File: config.mk
export PLATFORM = sky130hd
export DESIGN_NAME = mem_bus_arbiter
export DESIGN_NICKNAME = d
export VERILOG_FILES = /design/src/rtl/mem_bus_arbiter_pkg.sv /design/src/rtl/mem_bus_arbiter_rr_pick2.sv /design/src/rtl/mem_bus_arbiter.sv
export SDC_FILE = /design/constraint.sdc
export NUM_CORES = 1
export LEC_CHECK = 0
export CAP_MARGIN = 5
export CORE_AREA = 2 2 119 121
export CTS_CLUSTER_DIAMETER = 80
export DETAILED_ROUTE_END_ITERATION = 16
export DIE_AREA = 0 0 121 123
export MAX_ROUTING_LAYER = met4
export PLACE_DENSITY = 0.63
export SLEW_MARGIN = 20
export SYNTH_ARGS = -nofsm -noshare
export SYNTH_HDL_FRONTEND = slang
export SYNTH_HIERARCHICAL = 1
export SYNTH_SLANG_ARGS = --single-unit
File: constraint.sdc
create_clock -name clk_i -period 2.15 [get_ports clk_i]
set_input_delay 0.3225 -clock clk_i [delete_from_list [all_inputs] [get_ports clk_i]]
set_output_delay 0.3225 -clock clk_i [all_outputs]
set_load 0.01 [all_outputs]
File: src/rtl/mem_bus_arbiter_pkg.sv
// Shared types for the memory bus arbiter: boolean, transfer type,
// slave response encoding and the arbiter data-phase owner states.

package pkg_bool;

    typedef enum logic {
        False = 1'b0,
        True  = 1'b1
    } bool_e;

endpackage : pkg_bool

package pkg_trans;

    typedef enum logic {
        IDLE   = 1'b0,
        NONSEQ = 1'b1
    } trans_e;

endpackage : pkg_trans

package pkg_resp;

    localparam int unsigned RespWidth = 2;

    // Encoded as {resp, ready}
    typedef enum logic [RespWidth-1:0] {
        PENDING = 2'b00,
        SUCCESS = 2'b01
    } resp_e;

    function automatic logic resp_ready(input logic [RespWidth-1:0] code);
        return code[0];
    endfunction

endpackage : pkg_resp

package pkg_arb;

    localparam int unsigned NumMasters = 2;
    localparam int unsigned StateWidth = 2;

    // Data-phase owner: nobody, master 0 or master 1
    typedef enum logic [StateWidth-1:0] {
        StIdle  = 2'd0,
        StData0 = 2'd1,
        StData1 = 2'd2
    } arb_state_e;

    function automatic arb_state_e data_state(input logic master);
        return master ? StData1 : StData0;
    endfunction

endpackage : pkg_arb

File: src/rtl/mem_bus_arbiter_rr_pick2.sv
// Two-way round-robin pick: sole requester wins, contention goes to the
// master that was not granted last.

module rr_pick2
    import pkg_arb::*;
(
    input  logic [NumMasters-1:0] req_i,
    input  logic                  last_i,
    output logic [NumMasters-1:0] grant_o
);

    always_comb begin
        grant_o = '0;
        unique case (req_i)
            2'b01:   grant_o = 2'b01;
            2'b10:   grant_o = 2'b10;
            2'b11:   grant_o = last_i ? 2'b01 : 2'b10;
            default: grant_o = '0;
        endcase
    end

endmodule : rr_pick2

File: src/rtl/mem_bus_arbiter.sv
// Two-master pipelined memory bus arbiter: zero-latency address-phase grant
// and data-phase read routing to the previous cycle's grantee.

module mem_bus_arbiter
    import pkg_bool::*;
    import pkg_trans::*;
    import pkg_resp::*;
    import pkg_arb::*;
#(
    parameter int unsigned DWidth = 32
) (
    input  logic              clk_i,
    input  logic              rst_i,

    input  logic              m0_trans_i,
    input  logic              m0_write_i,
    input  logic [DWidth-1:0] m0_addr_i,
    input  logic [DWidth-1:0] m0_wdata_i,
    output logic [DWidth-1:0] m0_rdata_o,
    output logic              m0_resp_o,
    output logic              m0_ready_o,

    input  logic              m1_trans_i,
    input  logic              m1_write_i,
    input  logic [DWidth-1:0] m1_addr_i,
    input  logic [DWidth-1:0] m1_wdata_i,
    output logic [DWidth-1:0] m1_rdata_o,
    output logic              m1_resp_o,
    output logic              m1_ready_o,

    output logic              s_sel_o,
    output logic              s_trans_o,
    output logic              s_ready_o,
    output logic              s_write_o,
    output logic [DWidth-1:0] s_addr_o,
    output logic [DWidth-1:0] s_wdata_o,
    input  logic [DWidth-1:0] s_rdata_i,
    input  logic              s_resp_i,
    input  logic              s_ready_i
);

    arb_state_e            r_state;
    logic                  r_last_q;

    logic [NumMasters-1:0] w_req;
    logic [NumMasters-1:0] w_pick;
    logic [NumMasters-1:0] w_grant;
    logic                  w_slave_ready;
    logic                  w_grant_en;
    logic                  w_any_grant;
    logic                  w_in_reset;

    assign w_req[0]      = (m0_trans_i == NONSEQ);
    assign w_req[1]      = (m1_trans_i == NONSEQ);
    assign w_slave_ready = resp_ready({s_resp_i, s_ready_i});
    assign w_in_reset    = (rst_i == True);
    assign w_grant_en    = (w_slave_ready == True) && !w_in_reset;

    rr_pick2 u_rr_pick2 (
        .req_i   (w_req),
        .last_i  (r_last_q),
        .grant_o (w_pick)
    );

    assign w_grant     = w_grant_en ? w_pick : '0;
    assign w_any_grant = |w_grant;

    // Address phase: forward the granted master's request with no added latency
    always_comb begin
        s_sel_o    = 1'b0;
        s_trans_o  = IDLE;
        s_ready_o  = s_ready_i;
        s_write_o  = 1'b0;
        s_addr_o   = '0;
        s_wdata_o  = '0;
        m0_ready_o = 1'b0;
        m1_ready_o = 1'b0;
        m0_resp_o  = 1'b0;
        m1_resp_o  = 1'b0;
        if (w_grant[0]) begin
            s_sel_o    = 1'b1;
            s_trans_o  = NONSEQ;
            s_ready_o  = 1'b1;
            s_write_o  = m0_write_i;
            s_addr_o   = m0_addr_i;
            s_wdata_o  = m0_wdata_i;
            m0_ready_o = 1'b1;
            m0_resp_o  = s_resp_i;
        end else if (w_grant[1]) begin
            s_sel_o    = 1'b1;
            s_trans_o  = NONSEQ;
            s_ready_o  = 1'b1;
            s_write_o  = m1_write_i;
            s_addr_o   = m1_addr_i;
            s_wdata_o  = m1_wdata_i;
            m1_ready_o = 1'b1;
            m1_resp_o  = s_resp_i;
        end
    end

    // Data phase: read data goes only to the owner; reset drops it
    always_comb begin
        m0_rdata_o = '0;
        m1_rdata_o = '0;
        if (!w_in_reset) begin
            if (r_state == StData0) m0_rdata_o = s_rdata_i;
            if (r_state == StData1) m1_rdata_o = s_rdata_i;
        end
    end

    // Owner/priority registers; a stalled slave freezes both
    always_ff @(posedge clk_i) begin
        if (rst_i) begin
            r_state  <= StIdle;
            r_last_q <= 1'b1;
        end else if (w_slave_ready) begin
            if (w_any_grant) begin
                r_state  <= data_state(w_grant[1]);
                r_last_q <= w_grant[1];
            end else begin
                r_state  <= StIdle;
            end
        end
    end

endmodule : mem_bus_arbiter
* Word-level counts from Yosys, hierarchy flattened
Cells that the tools add are included.
Word-level totals: flip-flop bits (word level) 3, latch bits 0, bits in writable memories 0, memory bits (read-only) 0, bits of input ports 168, memories kept 0
Cells by class: add/subtract/negate cells 0, multiply operators 0, div/mod/pow operators 0, order comparisons 0, eq/ne operators 5, shifts and indexed selects 0, muxes and demuxes 24, bitwise gates (word level) 0, reductions and logical operators 4
Operator list (number):
- 32-bit 2-to-1 mux | 8
- 1-bit 2-to-1 mux | 11
- 2-bit 2-to-1 mux | 4
- 2-bit == test (second input constant) | 3
- 2-bit one-hot mux with 3 select lines | 1
- 2-bit by 1-bit == test with 1-bit output (second input constant) | 2
- 2-bit AND reduction | 1
- 2-bit OR reduction | 1
- 1-bit logical AND | 1
- 1-bit logical NOT | 1

* Logic depth before layout (Yosys ltp)
Gate-level depths: netlist of run 1.
depth after elaboration 5, gate-level depth with buffers 8, mapped depth without buffers 4

* Modules after synthesis
The synthesis of run 1 kept the hierarchy.
Modules (own cells, without submodules):
- mem_bus_arbiter | times used 1, cells an instance 355, area each 1939.4 µm²
- rr_pick2 | times used 1, cells an instance 3, area each 18.8 µm²

* Worst setup path before layout of run 1
Ideal clock, no wire load.
path kind register to output, start reg r_last_q, end out s_trans_o, arrival time 1.394 ns, path slack 0.433 ns, stages on the path, launching flop included 9, path buffers 4, path through dfxtp_1 inv_1 a21boi_1 buf_2 buf_2 buf_2 nor2_1 nor2_1 buf_4
Between the ends: elaborated cells on any way between the ends 5, those cells by class 5 x mux
RTL lines:
- start, declared | RTL line mem_bus_arbiter.sv:43 | logic r_last_q;
- start signal, assigned | RTL line mem_bus_arbiter.sv:119 | r_last_q <= w_grant[1];
- 2-bit 2-to-1 mux | RTL line mem_bus_arbiter_rr_pick2.sv:17 | 2'b11: grant_o = last_i ? 2'b01 : 2'b10;
- 2-bit one-hot mux with 3 select lines | RTL line mem_bus_arbiter_rr_pick2.sv:14 | unique case (req_i)
- net w_pick[0] | RTL line mem_bus_arbiter.sv:46 | logic [NumMasters-1:0] w_pick;
- 2-bit 2-to-1 mux | RTL line mem_bus_arbiter.sv:65 | assign w_grant = w_grant_en ? w_pick : '0;
- 1-bit 2-to-1 mux
- end, declared | RTL line mem_bus_arbiter.sv:32 | output logic s_trans_o,
The timed path passes the listed nets, and every way through them passes these cells.

* Worst setup path in the final report of run 1
start in rst_i, end out m1_rdata_o[14]
Between the ends: word-level cells in the longest chain between the ends 1
RTL lines:
- start, declared | RTL line mem_bus_arbiter.sv:13 | input logic rst_i,
- 32-bit 2-to-1 mux | RTL line mem_bus_arbiter.sv:105 | if (!w_in_reset) begin
- end, declared | RTL line mem_bus_arbiter.sv:27 | output logic [DWidth-1:0] m1_rdata_o,
No other way between the ends.

==> results.json, run 1 <==
{
  "grt_usage": 0.1454,
  "worstMarginPinSlew_ps": 336.7,
  "layout_min_cycle_time_ps": 2133,
  "cp_slowest_cell": "clkdlybuf4s50_1",
  "port_buffers": 303,
  "status": "completed",
  "pre_cts_ws_ps": -480.3,
  "die_height_um": 123,
  "htree_levels": 1,
  "layout.nets": 829,
  "post-synth-top-area-fraction": 0.2530,
  "rows": 43,
  "fin_crit_sh": 0.9919,
  "cts_buffers": 3,
  "drv_slew": 0,
  "irDropWorstVdd_v": 0.0001482,
  "clockBufferDepth": 2,
  "fin_setup_tns_ps": 0,
  "crit_path_end_kind": "output port",
  "overflow": 0,
  "grt_pass1_wl_um": 17060,
  "fillCellCount": 1427,
  "path_class": "input port to output port",
  "worstSetupStartpointType": "input port",
  "skew_ps": 0.5009,
  "finish.utilization": 0.3960,
  "clock-sinks": 3,
  "required_ps": 1830,
  "worst_slack_ps": 17.48,
  "synthToLayoutAreaGrowth_pct": 175.3,
  "hp-class": "register to register",
  "die_x_um": 121,
  "clock_latency_ps": 220,
  "multi_input_area_um2": 1737,
  "ant_nets": 0,
  "drv_cap": 0,
  "synthFlopType": "dfxtp_1",
  "leakagePower_nw": 2.813,
  "ys_ff_latch": 3,
  "ff2ff_path_depth": 7,
  "yosys-top-cells-count": "68 x nor2_1, 66 x nand2_1, 66 x nand3b_1, 46 x a21oi_1, 36 x nand2b_1",
  "cts_tree": "done",
  "syn_inst": 358,
  "drive_gt1_frac": 0.2045,
  "first_pass_iters": 4,
  "grt_pass1_vias": 3399,
  "power_density_nw_per_um2": 225.0,
  "cp.buffers_inverters": 3,
  "synth_edf_count": 0,
  "slowest_delay_ps": 540,
  "crit_top_cell": "clkdlybuf4s50_1",
  "crit_family": "buffers and inverters",
  "antenna_found_initial": 0,
  "drtIter0Drc": 132,
  "crit_chain": "clkdlybuf4s50_1 -> buf_4 -> nand2b_1 -> nor2_1 -> clkdlybuf4s50_1",
  "die_area_um2": 14880,
  "netlist.top_cell.by_area": "nand3b_1",
  "place.detailed.hpwl_um": 9138,
  "hold_viol": 0,
  "yosysWarnings": 6,
  "gp_congestion": 0.9095,
  "synth_top_cells_by_area": "nand3b_1 25%, nor2_1 13%, nand2_1 13%",
  "vias_per_cell": 4.293,
  "regArea_um2": 61.31,
  "grt_max_degree": 43,
  "synth_most_common_cell": "nor2_1",
  "yosysUniqueCellTypes": 19,
  "wl_per_cell_um": 13.89,
  "syn_area_um2": 1958,
  "root_buffer": "clkbuf_16",
  "initial_core_util": 0.1439,
  "n_antenna_cell": 0,
  "ys_seq_area_frac": 0.03067,
  "crit_cells": 5,
  "io_pins": 304,
  "remaining_drc_errors": 0,
  "final_cells": 840,
  "fmax_mhz": 468.9,
  "vias": 3606,
  "arrival_ps": 1810,
  "core_um2": 13610,
  "synthArstFlopShare": 0,
  "rsz0062_at_grt": "yes",
  "synth.avg_cell_area_um2": 5.470,
  "relSlewSlack": 0.7756,
  "synth_nets": 526,
  "cp_max_fo": 18,
  "wirelength_um": 11670,
  "ctsHoldBuffers": 0,
  "placed_cells": 827,
  "min_delay_path_depth": 2,
  "setup_viol": 0,
  "power.total_w": 0.001213,
  "cts.clk_slew.worst_paths_ps": 30
}
[state kept, by name (all words and copies together), names as in the netlist]
register,count
r_state,2
r_last_q,1
[placed cells by master (no fill, tap or decap), types with 2 or more instances in the layout]
cell,Yosys,layout
a21boi_4,0,2
a21oi_1,46,39
buf_12,0,11
buf_2,15,34
dlygate4sd2_1,0,14
nand2_1,66,66
clkdlybuf4s50_1,0,186
dlymetal6s2s_1,0,39
a21oi_2,20,27
inv_1,3,3
dfxtp_1,3,2
nor3_1,2,2
bufbuf_16,0,2
nand2b_1,36,35
clkbuf_16,0,3
nand3b_1,66,66
nor2_1,68,68
clkbuf_2,0,28
buf_4,1,25
[path summary, 6_finish.rpt]
check             start             end  slack (ps)
min reg2reg  r_state[0]      r_state[0]         480
max               rst_i  m1_rdata_o[14]          20
max reg2reg    r_last_q        r_last_q         560
min          r_state[0]      r_state[0]         480
[stage by stage]
| step | instance area [um2] | hold WS [ps] |
|---|---|---|
| 6_report | 5390 | 478.2 |
| 5_1_grt | 5390 | 504.2 |
| 4_1_cts | 5436 | 481.4 |
| 3_5_place_dp | 5358 | 479.0 |
| 3_3_place_gp | 5358 | 465.7 |
| 2_1_floorplan | 1958 | 453.5 |
[metal layers]
layer,GRT usage,vias to the layer above,share of wire
met2,0.2693,168,0.52
met4,0.02834,0,0.0079
li1,-,1779,-
met5,-,-,0
met1,0.1657,1653,0.39
met3,0.02306,6,0.084
[report_power, final]
part	internal [W]	switching [W]	leakage [nW]
sequential	0.0000596	0.00000253	0.0243
combinational	0.000526	0.000330	2.75
clock	0.000245	0.0000503	0.0382
total	0.000830	0.000383	2.81
[tightest hold or removal path, delay by kind of cell, from the launching register on]
family | cells | cell delay, ps
DFF | 1 | 310
and+or+nand+nor | 1 | 70
AOI/OAI and AO/OA | 1 | 50
[what timing repair did]
action / 4_1_cts / 5_1_grt
gates resized for setup: 181 / 110
setup endpoints to repair: 76 / 114
pin swaps: 0 / 3
setup buffers: 7 / 0
cloned: 2 / 0
[logic make-up (layout without fill, tap and decap cells)]
family	count (synthesis)	in the layout	share of synthesized area
DFF	3	3	0.03067
buffers and inverters	46	348	0.1112
AOI/OAI and AO/OA	69	69	0.2198
muxes	1	1	0.005112
and+or+nand+nor	239	239	0.6332
[area by class of cell]
cell class	count	area share
Clock buffer	4	0.01462
Inverter	3	0.002089
Multi-Input combinational cell	309	0.3222
Sequential cell	3	0.01137
Tap cell	180	0.04178
Timing Repair Buffer	341	0.6079
No activity file was read; power rests on OpenSTA's default activity.
==> run 2: changes to the inputs <==
--- a/config.mk
+++ b/config.mk
@@ -12,6 +12,8 @@
 export DIE_AREA = 0 0 121 123
 export MAX_ROUTING_LAYER = met4
 export PLACE_DENSITY = 0.63
+export SKIP_CTS_REPAIR_TIMING = 1
+export SKIP_LAST_GASP = 1
 export SLEW_MARGIN = 20
 export SYNTH_ARGS = -nofsm -noshare
 export SYNTH_HDL_FRONTEND = slang
==> run 2 against run 1 <==
Total power grew 3.8%. Final cell count rose by 0.60%. Final area increased by 8.6%. Non-clock buffer count grew 5. Combinational power up 4.9%. Wire length is 4.1% higher. Utilization up 3.4 points. Via count grew 1.7%. Sequential share of layout area is 0.090 points lower. Clock power is essentially flat. Sequential power about the same.
==> results.json, run 2 (synthesis results as in run 1) <==
{
  "status": "completed",
  "leakagePower_nw": 3.817,
  "hp-class": "register to register",
  "grt_usage": 0.1399,
  "layout.nets": 834,
  "vias_per_cell": 4.338,
  "gr-usage-met1": 0.1593,
  "relSlewSlack": 0.7726,
  "path_class": "input port to output port",
  "drv_slew": 0,
  "crit_chain": "clkdlybuf4s50_1 -> buf_4 -> nand2b_1 -> nor2_1 -> clkdlybuf4s50_1",
  "die_height_um": 123,
  "final_common_cell": "clkdlybuf4s50_1",
  "clockBufferDepth": 2,
  "worstMarginPinSlew_ps": 341.0,
  "die_x_um": 121,
  "grt_use_met3": 0.02352,
  "place.detailed.hpwl_um": 9138,
  "final_cell_mix": "186 x clkdlybuf4s50_1, 104 x dlymetal6s2s_1, 68 x nor2_1, 66 x nand2_1, 66 x nand3b_1",
  "crit_path_end_kind": "output port",
  "finish.utilization": 0.4301,
  "rows": 43,
  "setup_viol": 0,
  "use_met2": 0.2574,
  "synthToLayoutAreaGrowth_pct": 199.0,
  "die_area_um2": 14880,
  "crit_family": "buffers and inverters",
  "fin_crit_sh": 0.9948,
  "cp_max_fo": 18,
  "crit_top_cell": "clkdlybuf4s50_1",
  "grt_max_degree": 68,
  "power.total_w": 0.001258,
  "slowest_delay_ps": 540,
  "arrival_ps": 1820,
  "layout_min_cycle_time_ps": 2139,
  "reg_top3": "r_state x2, r_last_q x1",
  "n_antenna_cell": 0,
  "ant_nets": 0,
  "top_usage_layer": "met2",
  "drive_gt1_frac": 0.1293,
  "fin_setup_tns_ps": 0,
  "io_pins": 304,
  "first_pass_iters": 4,
  "required_ps": 1830,
  "initial_core_util": 0.1439,
  "overflow": 0,
  "grt_pass1_wl_um": 16460,
  "fmax_mhz": 467.5,
  "cp_slowest_cell": "clkdlybuf4s50_1",
  "root_buffer": "clkbuf_16",
  "antenna_found_initial": 0,
  "clock_latency_ps": 220,
  "skew_ps": 0.7040,
  "cts_buffers": 3,
  "cp.buffers_inverters": 3,
  "wl_per_cell_um": 14.38,
  "cts.clk_slew.worst_paths_ps": 30,
  "rsz0062_at_grt": "yes",
  "cts_tree": "done",
  "core_um2": 13610,
  "ff2ff_setup_slack_ps": 580,
  "largest_register_ffs": 2,
  "power_density_nw_per_um2": 214.9,
  "hold_viol": 0,
  "port_buffers": 303,
  "remaining_drc_errors": 0,
  "drv_cap": 0,
  "htree_levels": 1,
  "clock-sinks": 3,
  "drtIter0Drc": 135,
  "vias": 3666,
  "worstSetupStartpointType": "input port",
  "irDropWorstVdd_v": 0.0001474,
  "gp_congestion": 0.9095,
  "grt_pass1_vias": 3309,
  "regMostFlops": "r_state",
  "wirelength_um": 12150
}
[run 2: power by group]
part           switching [W]  internal (W)  total (W)
sequential        0.00000256     0.0000596  0.0000622
combinational       0.000338      0.000559   0.000898
clock              0.0000534      0.000245   0.000298
[run 2: area by class of cell]
cell class | instances | area, um2
Fill cell | 1376 | 7757
Inverter | 3 | 11.26
Sequential cell | 3 | 61.31
Timing Repair Buffer | 346 | 3756
Tap cell | 180 | 225.2
Clock buffer | 4 | 78.83
Multi-Input combinational cell | 309 | 1722
[run 2: path summary, 6_finish.rpt]
kind / end / start / cells after the start
hold reg to reg: r_state[0] / r_state[0] / 2
hold / removal: r_state[0] / r_state[0] / 2
setup reg to reg: r_last_q / r_last_q / 7
setup / recovery: m1_rdata_o[14] / rst_i / 5
[run 2: worst register-to-register path, delay by kind of cell (launching register included)]
kind	cells	cell delay (ps)
buffers and inverters	4	540
flip-flops	1	340
AND/OR/NAND/NOR	1	110
AO/OA/AOI/OAI	2	470
[run 2: through the flow]
| stage | instances | hold WS, ps | worst slack [ps] | area [um2] |
|---|---|---|---|---|
| final | 845 | 479.5 | 11.18 | 5854 |
| after detailed placement | 827 | 479.0 | -480.3 | 5358 |
| after global placement | 827 | 465.7 | -462.8 | 5358 |
| after global routing | 845 | 504.2 | -73.64 | 5854 |
| after floorplan | 358 | 453.5 | 433.5 | 1958 |
| after CTS | 831 | 481.4 | -488.6 | 5436 |
[run 2: metal layers]
metal  share of wire  vias to the layer above  routed length, um
met4          0.0091                        0                110
li1                -                     1788                  -
met2            0.52                      185               6364
met3           0.084                        8               1020
met5               0                        -                  0
met1            0.38                     1685               4654
